### config.mk
export PLATFORM = sky130hd
export DESIGN_NAME = power_spectrum
export DESIGN_NICKNAME = d
export VERILOG_FILES = /design/src/rtl/power_spectrum_pkg.sv /design/src/rtl/ps_square_sum.sv /design/src/rtl/power_spectrum.sv
export SDC_FILE = /design/constraint.sdc
export NUM_CORES = 1
export LEC_CHECK = 0
export ABC_AREA = 1
export ABC_CLOCK_PERIOD_IN_PS = 6200
export BUFFER_PORTS_ARGS = -buffer_cell sky130_fd_sc_hd__clkbuf_2
export CAP_MARGIN = 20
export CORE_UTILIZATION = 60
export CTS_CLUSTER_SIZE = 14
export DETAILED_ROUTE_END_ITERATION = 16
export PLACE_DENSITY = 0.81
export REMOVE_ABC_BUFFERS = 1
export SLEW_MARGIN = 10
export SYNTH_ARGS = -nofsm -noshare
export SYNTH_HDL_FRONTEND = slang
export SYNTH_SLANG_ARGS = --single-unit
### constraint.sdc
create_clock -name clk -period 6.2 [get_ports clk]
set_input_delay 0.62 -clock clk [delete_from_list [all_inputs] [get_ports clk]]
set_output_delay 0.62 -clock clk [all_outputs]
set_load 0.01 [all_outputs]
### src/rtl/power_spectrum_pkg.sv
// Shared constants and types for the power-spectrum block: default bin
// count, frame index/number widths and the sequencer state encoding.
package power_spectrum_pkg;

  localparam int N_BIN = 513;  // bins per frame, indices 0..N_BIN-1
  localparam int IDX_W = 10;   // width of the bin index within a frame
  localparam int NUM_W = 7;    // width of the frame number

  typedef enum logic {
    ST_IDLE = 1'b0,
    ST_RUN  = 1'b1
  } seq_state_t;

endpackage

### src/rtl/ps_square_sum.sv
// Square/sum/saturate datapath. Stage 2 squares the registered real and
// imaginary parts at full width. Stage 3 adds the squares and clamps the
// sum to the output width.
module ps_square_sum #(
  parameter int I_BW = 14,
  parameter int O_BW = 28
) (
  input  logic                   clk,
  input  logic                   rst,
  input  logic                   in_en,
  input  logic signed [I_BW-1:0] in_re,
  input  logic signed [I_BW-1:0] in_im,
  output logic                   out_en,
  output logic [O_BW-1:0]        out_pow
);

  localparam int SQ_W  = 2 * I_BW;
  localparam int SUM_W = SQ_W + 1;

  logic signed [SQ_W-1:0] re_ext;
  logic signed [SQ_W-1:0] im_ext;
  logic [SQ_W-1:0]        sq_re;
  logic [SQ_W-1:0]        sq_im;
  logic                   sq_en;
  logic [SUM_W-1:0]       sum;
  logic [O_BW-1:0]        pow_sat;

  // Sign-extend the operands so each product is formed at full width.
  always_comb begin
    re_ext = SQ_W'(in_re);
    im_ext = SQ_W'(in_im);
    sum    = {1'b0, sq_re} + {1'b0, sq_im};
  end

  // Clamp the sum to the output range; no clamp is needed when the output is wide enough.
  if (O_BW >= SUM_W) begin : g_wide
    assign pow_sat = O_BW'(sum);
  end else begin : g_sat
    always_comb begin
      pow_sat = (|sum[SUM_W-1:O_BW]) ? {O_BW{1'b1}} : sum[O_BW-1:0];
    end
  end

  // Stage 2 valid.
  always_ff @(posedge clk) begin
    if (rst) begin
      sq_en <= 1'b0;
    end else begin
      sq_en <= in_en;
    end
  end

  // Stage 2 squares. A square is never negative, so it is stored unsigned.
  always_ff @(posedge clk) begin
    sq_re <= re_ext * re_ext;
    sq_im <= im_ext * im_ext;
  end

  // Stage 3 output register. The power holds its last value between valid samples.
  always_ff @(posedge clk) begin
    if (rst) begin
      out_en  <= 1'b0;
      out_pow <= '0;
    end else begin
      out_en <= sq_en;
      if (sq_en) begin
        out_pow <= pow_sat;
      end
    end
  end

endmodule

### src/rtl/power_spectrum.sv
// Power spectrum per FFT bin: do_pow = re^2 + im^2, with a 3-cycle latency.
// A sequencer admits only in-order bins of a frame. It drops or restarts on
// sequencing violations and flags the last bin of each completed frame.
module power_spectrum #(
  parameter int I_BW  = 14,
  parameter int O_BW  = 28,
  parameter int N_BIN = power_spectrum_pkg::N_BIN
) (
  input  logic                                clk,
  input  logic                                rst,
  input  logic                                di_en,
  input  logic signed [I_BW-1:0]              di_re,
  input  logic signed [I_BW-1:0]              di_im,
  input  logic [power_spectrum_pkg::IDX_W-1:0] in_group_idx,
  input  logic [power_spectrum_pkg::NUM_W-1:0] in_group_num,
  output logic                                do_en,
  output logic [O_BW-1:0]                     do_pow,
  output logic [power_spectrum_pkg::IDX_W-1:0] out_group_idx,
  output logic [power_spectrum_pkg::NUM_W-1:0] out_group_num,
  output logic                                frame_done,
  output logic                                err_seq
);

  import power_spectrum_pkg::*;

  localparam logic [IDX_W:0]   N_BIN_C  = (IDX_W + 1)'(N_BIN);
  localparam logic [IDX_W-1:0] LAST_IDX = IDX_W'(N_BIN - 1);

  seq_state_t             state, state_nx;
  logic [IDX_W-1:0]       exp_idx, exp_idx_nx;
  logic [NUM_W-1:0]       cur_num, cur_num_nx;
  logic                   accept;
  logic                   seq_err;
  logic                   in_range;
  logic                   is_last;

  logic                   s1_en, s1_last;
  logic signed [I_BW-1:0] s1_re, s1_im;
  logic [IDX_W-1:0]       s1_idx;
  logic [NUM_W-1:0]       s1_num;
  logic                   s2_en, s2_last;
  logic [IDX_W-1:0]       s2_idx;
  logic [NUM_W-1:0]       s2_num;

  // Sequencer decision: accept, drop or restart the incoming sample.
  always_comb begin
    // NOTE: each output gets a default first, so no path can infer a latch.
    state_nx   = state;
    exp_idx_nx = exp_idx;
    cur_num_nx = cur_num;
    accept     = 1'b0;
    seq_err    = 1'b0;
    in_range   = ({1'b0, in_group_idx} < N_BIN_C);
    is_last    = (in_group_idx == LAST_IDX);
    if (di_en && in_range) begin
      case (state)
        ST_IDLE: begin
          if (in_group_idx == '0) begin
            accept     = 1'b1;
            cur_num_nx = in_group_num;
            exp_idx_nx = IDX_W'(1);
            state_nx   = ST_RUN;
          end else begin
            seq_err = 1'b1;
          end
        end
        ST_RUN: begin
          if (in_group_idx == exp_idx && in_group_num == cur_num) begin
            accept     = 1'b1;
            exp_idx_nx = exp_idx + IDX_W'(1);
          end else if (in_group_idx == '0) begin
            // An index 0 out of order starts a new frame and keeps the sample.
            seq_err    = 1'b1;
            accept     = 1'b1;
            cur_num_nx = in_group_num;
            exp_idx_nx = IDX_W'(1);
          end else begin
            seq_err    = 1'b1;
            state_nx   = ST_IDLE;
            exp_idx_nx = '0;
          end
        end
        default: state_nx = ST_IDLE;
      endcase
      if (accept && is_last) begin
        state_nx   = ST_IDLE;
        exp_idx_nx = '0;
      end
    end
  end

  // Sequencer state, expected index, latched frame number and error pulse.
  always_ff @(posedge clk) begin
    // NOTE: sequential state uses non-blocking assignments so every register samples pre-edge values.
    if (rst) begin
      state   <= ST_IDLE;
      exp_idx <= '0;
      cur_num <= '0;
      err_seq <= 1'b0;
    end else begin
      state   <= state_nx;
      exp_idx <= exp_idx_nx;
      cur_num <= cur_num_nx;
      err_seq <= seq_err;
    end
  end

  // Stage 1 and stage 2 valid flags. The last-bin marker is already qualified by accept.
  always_ff @(posedge clk) begin
    if (rst) begin
      s1_en   <= 1'b0;
      s1_last <= 1'b0;
      s2_en   <= 1'b0;
      s2_last <= 1'b0;
    end else begin
      s1_en   <= accept;
      s1_last <= accept & is_last;
      s2_en   <= s1_en;
      s2_last <= s1_en & s1_last;
    end
  end

  // Stage 1 and stage 2 payload registers, aligned with the valid flags.
  always_ff @(posedge clk) begin
    // NOTE: payload registers are not reset; the valid flags alone decide what reaches the outputs.
    s1_re  <= di_re;
    s1_im  <= di_im;
    s1_idx <= in_group_idx;
    s1_num <= in_group_num;
    s2_idx <= s1_idx;
    s2_num <= s1_num;
  end

  // Stage 3 tag outputs. These are aligned with do_pow from the datapath.
  always_ff @(posedge clk) begin
    if (rst) begin
      out_group_idx <= '0;
      out_group_num <= '0;
      frame_done    <= 1'b0;
    end else begin
      frame_done <= s2_en & s2_last;
      if (s2_en) begin
        out_group_idx <= s2_idx;
        out_group_num <= s2_num;
      end
    end
  end

  ps_square_sum #(
    .I_BW (I_BW),
    .O_BW (O_BW)
  ) u_square_sum (
    .clk     (clk),
    .rst     (rst),
    .in_en   (s1_en),
    .in_re   (s1_re),
    .in_im   (s1_im),
    .out_en  (do_en),
    .out_pow (do_pow)
  );

endmodule

==> results.txt, run 1 <==
----------------------------------------------------
[Outcome]
  Run status ... finished, final reports clean

[Detailed routing]
  Total via count after detailed routing ... 16.7k
  Per-cell via count in the routed design ... 5.19
  Routed wirelength normalized by instance count ... 15.0 µm
  Final routed DRC violation total ... 0
  Wire length reported by the detailed router ... 48300 µm
  DRT iter0 DRCs ... 1179
  Residual antenna-violating net count after detailed routing ... 0
  Pre-antenna DRT Iters ... 6

[Final layout]
  Area Growth Syn to Fin ... 7.83%
  Antenna diodes ... 0
  Most frequent cells in the layout ... sky130_fd_sc_hd__inv_1, sky130_fd_sc_hd__nand2_1, sky130_fd_sc_hd__fa_1
  Number of nets in the layout ... 3316
  Fraction of layout cells with a size suffix above 1 ... 0.0729
  Fill count ... 2911
  Most common library cell in the layout ignoring fill and taps ... sky130_fd_sc_hd__inv_1

[Setup path]
  Source of the worst register-to-register timing path ... s1_re[5]$_DFF_P_
  Worst setup slack for register-to-register paths ... 0.34 ns
  Critical path endpoint ... u_square_sum.sq_re[16]$_DFF_P_
  Data required time at the worst endpoint ... ~6.6 ns
  Most frequent CP cell ... sky130_fd_sc_hd__fa_1
  Largest fanout on the critical path ... 10
  Worst path slowest cell ... sky130_fd_sc_hd__dfxtp_1
  Critical path startpoint ... s1_re[5]$_DFF_P_
  Endpoint of the worst-slack reg-to-reg timing path ... u_square_sum.sq_re[16]$_DFF_P_
  Crit Path Category ... register to register
  Sort of element at the end of the critical path ... register
  Depth of the most critical reg-to-reg path ... 16
  Element type at the critical path start ... register
  Cell Chain, Critical Path ... inv_1 -> fa_1 -> inv_1 -> fa_1 -> fa_1 -> fa_1 -> fa_1 -> inv_1 -> fa_1 -> inv_1 -> ha_1 -> a21oi_1 -> a21boi_0 -> nand3_1 -> a21oi_1 -> xnor2_1
  Largest incremental delay on the critical path ... 0.67 ns
  Arr. time, crit path ... 6.23 ns

[Timing]
  Period utilization ... 0.945
  Remaining max-slew budget at the tightest pin ... 0.441
  Time the final worst path needs with I/O delays and setup ... 5.86 ns
  Post-route worst setup slack ... between 0.3 and 0.4 ns
  Setup Total Neg Slack ... 0 ns
  Final setup violation count ... 0
  Total count of hold-check failures in the final report ... 0
  Clock skew after layout ... 0.0180 ns
  FMAX ... 171 MHz
  Total count of max-transition violations in the final report ... 0
  Transition at the pin with the smallest max-transition slack ... 0.835 ns
  Unrepaired setup endpoints after global routing ... no

[Logic synthesis]
  Cell count after synthesis ... approximately 2.7k
  Number of enable-type register cells in the synthesized netlist ... 0
  Mapped Area ... 21400 µm²
  Number of distinct library cells after synthesis ... 42
  Most common flop cell mapped by yosys ... sky130_fd_sc_hd__dfxtp_1
  Synthesized area divided by synthesized cell count ... roughly 8 µm²
  Yosys warns ... 0
  Yosys reg bits ... 186
  Share of synthesized area occupied by flip-flops and latches ... 0.174
  Async set or reset register ratio after synthesis ... 0

[Die]
  DIE AREA ... ~36000 µm²
  Die span in y ... between 150 and 200 µm
  Core region area ... roughly 35000 µm²
  Number of rows created at floorplan ... 68
  Io pins ... 96
  Die boundary width ... about 190 µm
  Effective utilization at floorplan ... 0.614

[Placed design]
  Port Buf Inserts ... 95
  Worst Setup Slack post-DPL ... 0.0952 ns
  Final HPWL from detailed placement ... 41000 µm
  Gpl congestion ... 1.01

[Clocking]
  Maximum number of buffers from clock root to sink ... 2
  TritonCTS clock tree ... built
  TritonCTS buffer count ... 17
  Clock network latency to the later pin of the worst-skew pair ... 0.47 ns
  Root cell of the clock tree ... sky130_fd_sc_hd__clkbuf_16
  Hold-fix buffers at CTS ... 0
  Clock sink count ... roughly 190
  Post-CTS clock slew at the launch and capture registers of the worst setup and hold paths ... roughly 0.090 ns
  CTS HTree Levels ... 4

[Global routing]
  Wire length of the first global-routing pass ... 80600 µm
  Number of global-route vias before repair ... between 15k and 20k
  GRT Total Usage ... 0.281
  Pin count of the biggest net entering global routing ... 51
  Initial antenna violation count ... 0
  Overflow after GRT ... 0

[Hold path]
  Hold Startpoint ... di_re[9]
  Tightest Hold Check Type ... input pin to register

[Job]
  Count of maximum capacitance violations ... 0

----------------------------------------------------
==> through the flow <==
stage	util	cells	cell area [µm²]	hold WS (ns)
4_1_cts	0.662	3225	23000	0.227
6_report	0.662	3225	23000	0.242
3_5_place_dp	0.644	3193	22400	0.312
3_3_place_gp	0.644	3193	22400	0.310
2_1_floorplan	-	2619	21200	0.310
5_1_grt	0.662	3225	23000	0.232
==> sequential cells by signal, indices dropped and copies added, names as in the netlist, 7 cells and up <==
signal	count
out_group_idx	10
u_square_sum.sq_im	27
out_group_num	7
s1_idx	10
s1_num	7
exp_idx	10
s1_re	14
s1_im	14
s2_num	7
u_square_sum.sq_re	27
cur_num	7
s2_idx	10
u_square_sum.out_pow	28
==> Yosys cell counts, types with 5 or more instances <==
library cell               instances  area, µm²
sky130_fd_sc_hd__inv_1           698       2620
sky130_fd_sc_hd__nand2_1         563       2110
sky130_fd_sc_hd__fa_1            349       6990
sky130_fd_sc_hd__nor2_1          192        721
sky130_fd_sc_hd__dfxtp_1         186       3720
sky130_fd_sc_hd__ha_1            162       2030
sky130_fd_sc_hd__a21oi_1          89        445
sky130_fd_sc_hd__o21ai_0          79        395
sky130_fd_sc_hd__nand3_1          69        345
sky130_fd_sc_hd__xor2_1           53        464
sky130_fd_sc_hd__clkbuf_1         42        158
sky130_fd_sc_hd__xnor2_1          37        324
sky130_fd_sc_hd__nand4_1          22        138
sky130_fd_sc_hd__o21bai_1         17        128
sky130_fd_sc_hd__nor2_4           13        146
sky130_fd_sc_hd__nor3_1           12       60.1
sky130_fd_sc_hd__nor2_2           11       68.8
sky130_fd_sc_hd__a21o_1           10       75.1
sky130_fd_sc_hd__a31oi_1           7       43.8
sky130_fd_sc_hd__nand2_2           6       37.5
sky130_fd_sc_hd__a211oi_1          5       37.5
sky130_fd_sc_hd__a21boi_0          5       37.5
sky130_fd_sc_hd__or2_2             5       31.3
==> cell type report <==
| class | count | area, µm² | share of cell area |
|---|---|---|---|
| inverter | 701 | 2630 | 0.114 |
| clock buffer | 18 | 429 | 0.0186 |
| sequential | 186 | 3730 | 0.162 |
| tap | 455 | 569 | 0.0247 |
| multi-input combinational | 1732 | 14800 | 0.644 |
| timing repair buffer | 119 | 656 | 0.0285 |
| clock inverter | 14 | 195 | 0.00847 |
==> worst max-delay path, delay by kind of cell (launching register included) <==
kind                     cells  cell delay [ns]
buffers and inverters        4             0.42
adder cells (fa/ha/maj)      7             3.39
AO/OA/AOI/OAI                3             0.85
XOR/XNOR                     1             0.17
AND/OR/NAND/NOR              1             0.24
flip-flops                   1             0.67
==> cells by family (layout without fill, tap and decap cells) <==
logic type	Yosys count	after routing	share of synthesized area
flip-flops	186	186	0.174
AND/OR/NAND/NOR	909	909	0.177
other	1	2	0.000175
buffers and inverters	747	852	0.132
XOR/XNOR	90	90	0.0369
AO/OA/AOI/OAI	220	220	0.0575
adder cells (fa/ha/maj)	511	511	0.422
==> worst min path at each step <==
stage	end	slack, ns	depth (start not counted)
final	s1_re[9]$_DFF_P_	0.24	1
after detailed placement	s2_num[3]$_DFF_P_	0.31	0
after CTS	s1_re[5]$_DFF_P_	0.23	1
after global placement	s2_idx[5]$_DFF_P_	0.31	0
after global routing	s1_re[5]$_DFF_P_	0.23	1
after floorplan	s2_idx[0]$_DFF_P_	0.31	0
==> layer usage <==
metal	GRT usage	vias to the layer above	routed length (µm)
li1	-	8033	-
met1	0.383	8128	21200
met2	0.467	519	23100
met3	0.0372	63	3130
met4	0.0846	0	954
met5	0	-	0
==> timing repair <==
item                                    4_1_cts  5_1_grt
endpoints found under the setup margin        0       16
buffers inserted                              0        0
resized for setup                             0        8
Power of run 1 is not shown: default switching activity piles up to over one toggle a cycle in this logic, so the estimate is an artifact.
==> run 2: changes to the inputs <==
- ABC_CLOCK_PERIOD_IN_PS: 6200 -> 5290
- CORE_UTILIZATION: 60 -> 58
- CTS_BUF_LIST: unset -> sky130_fd_sc_hd__clkbuf_8 sky130_fd_sc_hd__clkbuf_16
- PLACE_DENSITY: 0.81 -> 0.8
- clock period: 6.2 -> 5.29 ns (I/O delays scaled with it)
==> results.txt, run 2 (synthesis gave the netlist of run 1 again) <==
----------------------------------------------------
[Outcome]
  Run status ... complete, but fails checks (was finished, final reports clean)
  Failing checks ... negative setup slack

[Global routing]
  Grt peak-use layer ... met2 (unchanged)
  Number of global-route vias before repair ... 18.5k (was 17.0k)
  Met3 track utilization from global routing ... 0.0452 (was 0.0372)
  Overflow after GRT ... 0 (unchanged)
  Initial antenna violation count ... 0 (unchanged)
  Wire length of the first global-routing pass ... 87300 µm (was 80600 µm)
  Met1 layer usage reported by global route ... 0.379 (was 0.383)
  GRT Total Usage ... 0.288 (was 0.281)
  Met2 usage ... 0.494 (was 0.467)
  Pin count of the biggest net entering global routing ... 49 (was 51)

[Clocking]
  Post-CTS clock slew at the launch and capture registers of the worst setup and hold paths ... 0.09 ns (about the same)
  TritonCTS buffer count ... 17 (unchanged)
  Root cell of the clock tree ... sky130_fd_sc_hd__clkbuf_16 (unchanged)
  Clock sink count ... 186 (unchanged)
  Maximum number of buffers from clock root to sink ... 2 (unchanged)
  TritonCTS clock tree ... built (unchanged)
  CTS HTree Levels ... 4 (unchanged)
  Clock network latency to the later pin of the worst-skew pair ... 0.46 ns (was 0.47 ns)

[Die]
  Die span in y ... 194 µm (was 191 µm)
  Core region area ... 35900 µm² (was 34800 µm²)
  Effective utilization at floorplan ... 0.595 (was 0.614)
  Number of rows created at floorplan ... 69 (was 68)
  Die boundary width ... 194 µm (was 191 µm)
  Io pins ... 96 (unchanged)
  DIE AREA ... 37600 µm² (was 36400 µm²)

[Detailed routing]
  Total via count after detailed routing ... 17.9k (was 16.7k)
  Per-cell via count in the routed design ... 5.20 (was 5.19)
  Wire length reported by the detailed router ... 54200 µm (was 48300 µm)
  Routed wirelength normalized by instance count ... 15.8 µm (was 15.0 µm)
  Final routed DRC violation total ... 0 (unchanged)
  Pre-antenna DRT Iters ... 6 (unchanged)
  Residual antenna-violating net count after detailed routing ... 0 (unchanged)
  DRT iter0 DRCs ... 1123 (was 1179)

[Timing]
  Total count of hold-check failures in the final report ... 0 (unchanged)
  Clock skew after layout ... 0.0220 ns (was 0.0180 ns)
  Final setup violation count ... 3 (was 0)
  Transition at the pin with the smallest max-transition slack ... 0.858 ns (was 0.835 ns)
  Total count of max-transition violations in the final report ... 0 (unchanged)
  FMAX ... 188 MHz (was 171 MHz)
  Unrepaired setup endpoints after global routing ... yes (was no)
  Time the final worst path needs with I/O delays and setup ... 5.33 ns (was 5.86 ns)
  Post-route worst setup slack ... -0.0375 ns (was 0.338 ns)
  Remaining max-slew budget at the tightest pin ... 0.427 (was 0.441)
  Period utilization ... 1.01 (was 0.945)

[Job]
  Count of maximum capacitance violations ... 0 (unchanged)

[Final layout]
  Antenna diodes ... 0 (unchanged)
  Fill count ... 2560 (was 2911)
  Top flop regs ... u_square_sum.out_pow x28, u_square_sum.sq_im x27, u_square_sum.sq_re x27 (unchanged)
  Area used by sequential logic in the layout ... 3790 µm² (was 3730 µm²)
  Fraction of layout cells with a size suffix above 1 ... 0.223 (was 0.0729)
  Area of combinational cells with multiple inputs ... 15900 µm² (was 14800 µm²)
  Most common library cell in the layout ignoring fill and taps ... sky130_fd_sc_hd__inv_1 (unchanged)
  Area Growth Syn to Fin ... 21.5% (was 7.83%)
  Flip-flop count of the largest register, all copies and words added ... 28 (unchanged)
  Most frequent cells in the layout ... sky130_fd_sc_hd__inv_1, sky130_fd_sc_hd__nand2_1, sky130_fd_sc_hd__fa_1 (unchanged)
  Number of nets in the layout ... 3526 (was 3316)
  Final core utilization ... 0.723 (was 0.662)
  Largest register by flop count ... u_square_sum.out_pow (unchanged)

[Placed design]
  Port Buf Inserts ... 95 (unchanged)
  Gpl congestion ... 0.987 (was 1.01)
  Final HPWL from detailed placement ... 42700 µm (was 41000 µm)

[Setup path]
  Critical path startpoint ... s1_im[13]$_DFF_P_ (was s1_re[5]$_DFF_P_)
  Sort of element at the end of the critical path ... register (unchanged)
  Crit Path Category ... register to register (unchanged)
  Largest fanout on the critical path ... 6 (was 10)
  Source of the worst register-to-register timing path ... s1_im[13]$_DFF_P_ (was s1_re[5]$_DFF_P_)
  Depth of the most critical reg-to-reg path ... 20 (was 16)
  Element type at the critical path start ... register (unchanged)
  Data required time at the worst endpoint ... 5.66 ns (was 6.57 ns)
  Arr. time, crit path ... 5.70 ns (was 6.23 ns)

[Hold path]
  Number of cells on the worst hold path ... 1 (unchanged)
  Hold Startpoint ... di_re[10] (was di_re[9])
  Tightest Hold Check Type ... input pin to register (unchanged)

----------------------------------------------------
-- run 2: cell count changes in the layout (fill, tap and decap cells not counted), sizes merged --
cell,before,now
clkinvlp,1,3
bufinv,1,0
buf,24,233
inv,708,707
-- run 2: metrics by stage --
step | instance area, µm² | std cells | hold slack, ns | TNS (ns) | setup WS (ns)
after floorplan | 21200 | 2619 | 0.310 | -0.710 | -0.252
after global placement | 23900 | 3382 | 0.310 | -1.94 | -0.260
after detailed placement | 23900 | 3382 | 0.312 | -4.78 | -0.392
after CTS | 24800 | 3419 | 0.147 | -0.0353 | -0.0235
after global routing | 26000 | 3440 | 0.153 | -2.82 | -0.228
final | 26000 | 3440 | 0.153 | -0.0586 | -0.0375
-- run 2: final cells by class --
cell class | count | share of cell area
multi-input combinational | 1732 | 0.613
sequential | 186 | 0.146
inverter | 701 | 0.102
timing repair buffer | 329 | 0.0947
tap | 461 | 0.0222
clock buffer | 17 | 0.0164
clock inverter | 14 | 0.00578
-- run 2: path summary, 6_finish.rpt --
kind | to | slack [ns]
max | u_square_sum.sq_im[22]$_DFF_P_ | -0.04
min | s1_re[10]$_DFF_P_ | 0.15
max reg2reg | u_square_sum.sq_im[22]$_DFF_P_ | -0.04
min reg2reg | s2_num[2]$_DFF_P_ | 0.33
-- run 2: timing repair --
action / in CTS / in global routing
gates resized for setup: 76 / 290
setup endpoints to repair: 31 / 33
pin swaps: 19 / 118
gates cloned: 0 / 1
hold endpoints to repair: 0 / 0
buffers inserted: 6 / 20
hold buffers: 0 / 0
-- run 2: routing by layer --
metal / up-vias / part of all wire
li1: 8453 / -
met1: 8695 / 0.42
met2: 610 / 0.50
met3: 116 / 0.062
met4: 0 / 0.023
met5: - / 0
-- run 2: critical path: stages, from the launching register on --
cell                       delay [ns]
sky130_fd_sc_hd__dfxtp_4         0.41
sky130_fd_sc_hd__buf_6           0.14
sky130_fd_sc_hd__nand2_4         0.05
sky130_fd_sc_hd__fa_1            0.52
sky130_fd_sc_hd__inv_2           0.06
sky130_fd_sc_hd__fa_2            0.63
sky130_fd_sc_hd__inv_4           0.06
sky130_fd_sc_hd__buf_4           0.13
sky130_fd_sc_hd__fa_1            0.47
sky130_fd_sc_hd__fa_1            0.57
sky130_fd_sc_hd__fa_1            0.42
sky130_fd_sc_hd__fa_1            0.49
sky130_fd_sc_hd__inv_1           0.06
sky130_fd_sc_hd__ha_4            0.31
sky130_fd_sc_hd__nand2_4         0.09
sky130_fd_sc_hd__nor2_4          0.12
sky130_fd_sc_hd__inv_2           0.07
sky130_fd_sc_hd__nor2_4          0.11
sky130_fd_sc_hd__nand4_1         0.11
sky130_fd_sc_hd__o211ai_1        0.23
sky130_fd_sc_hd__xor2_1          0.17
Power of run 2 is left out for the same reason.
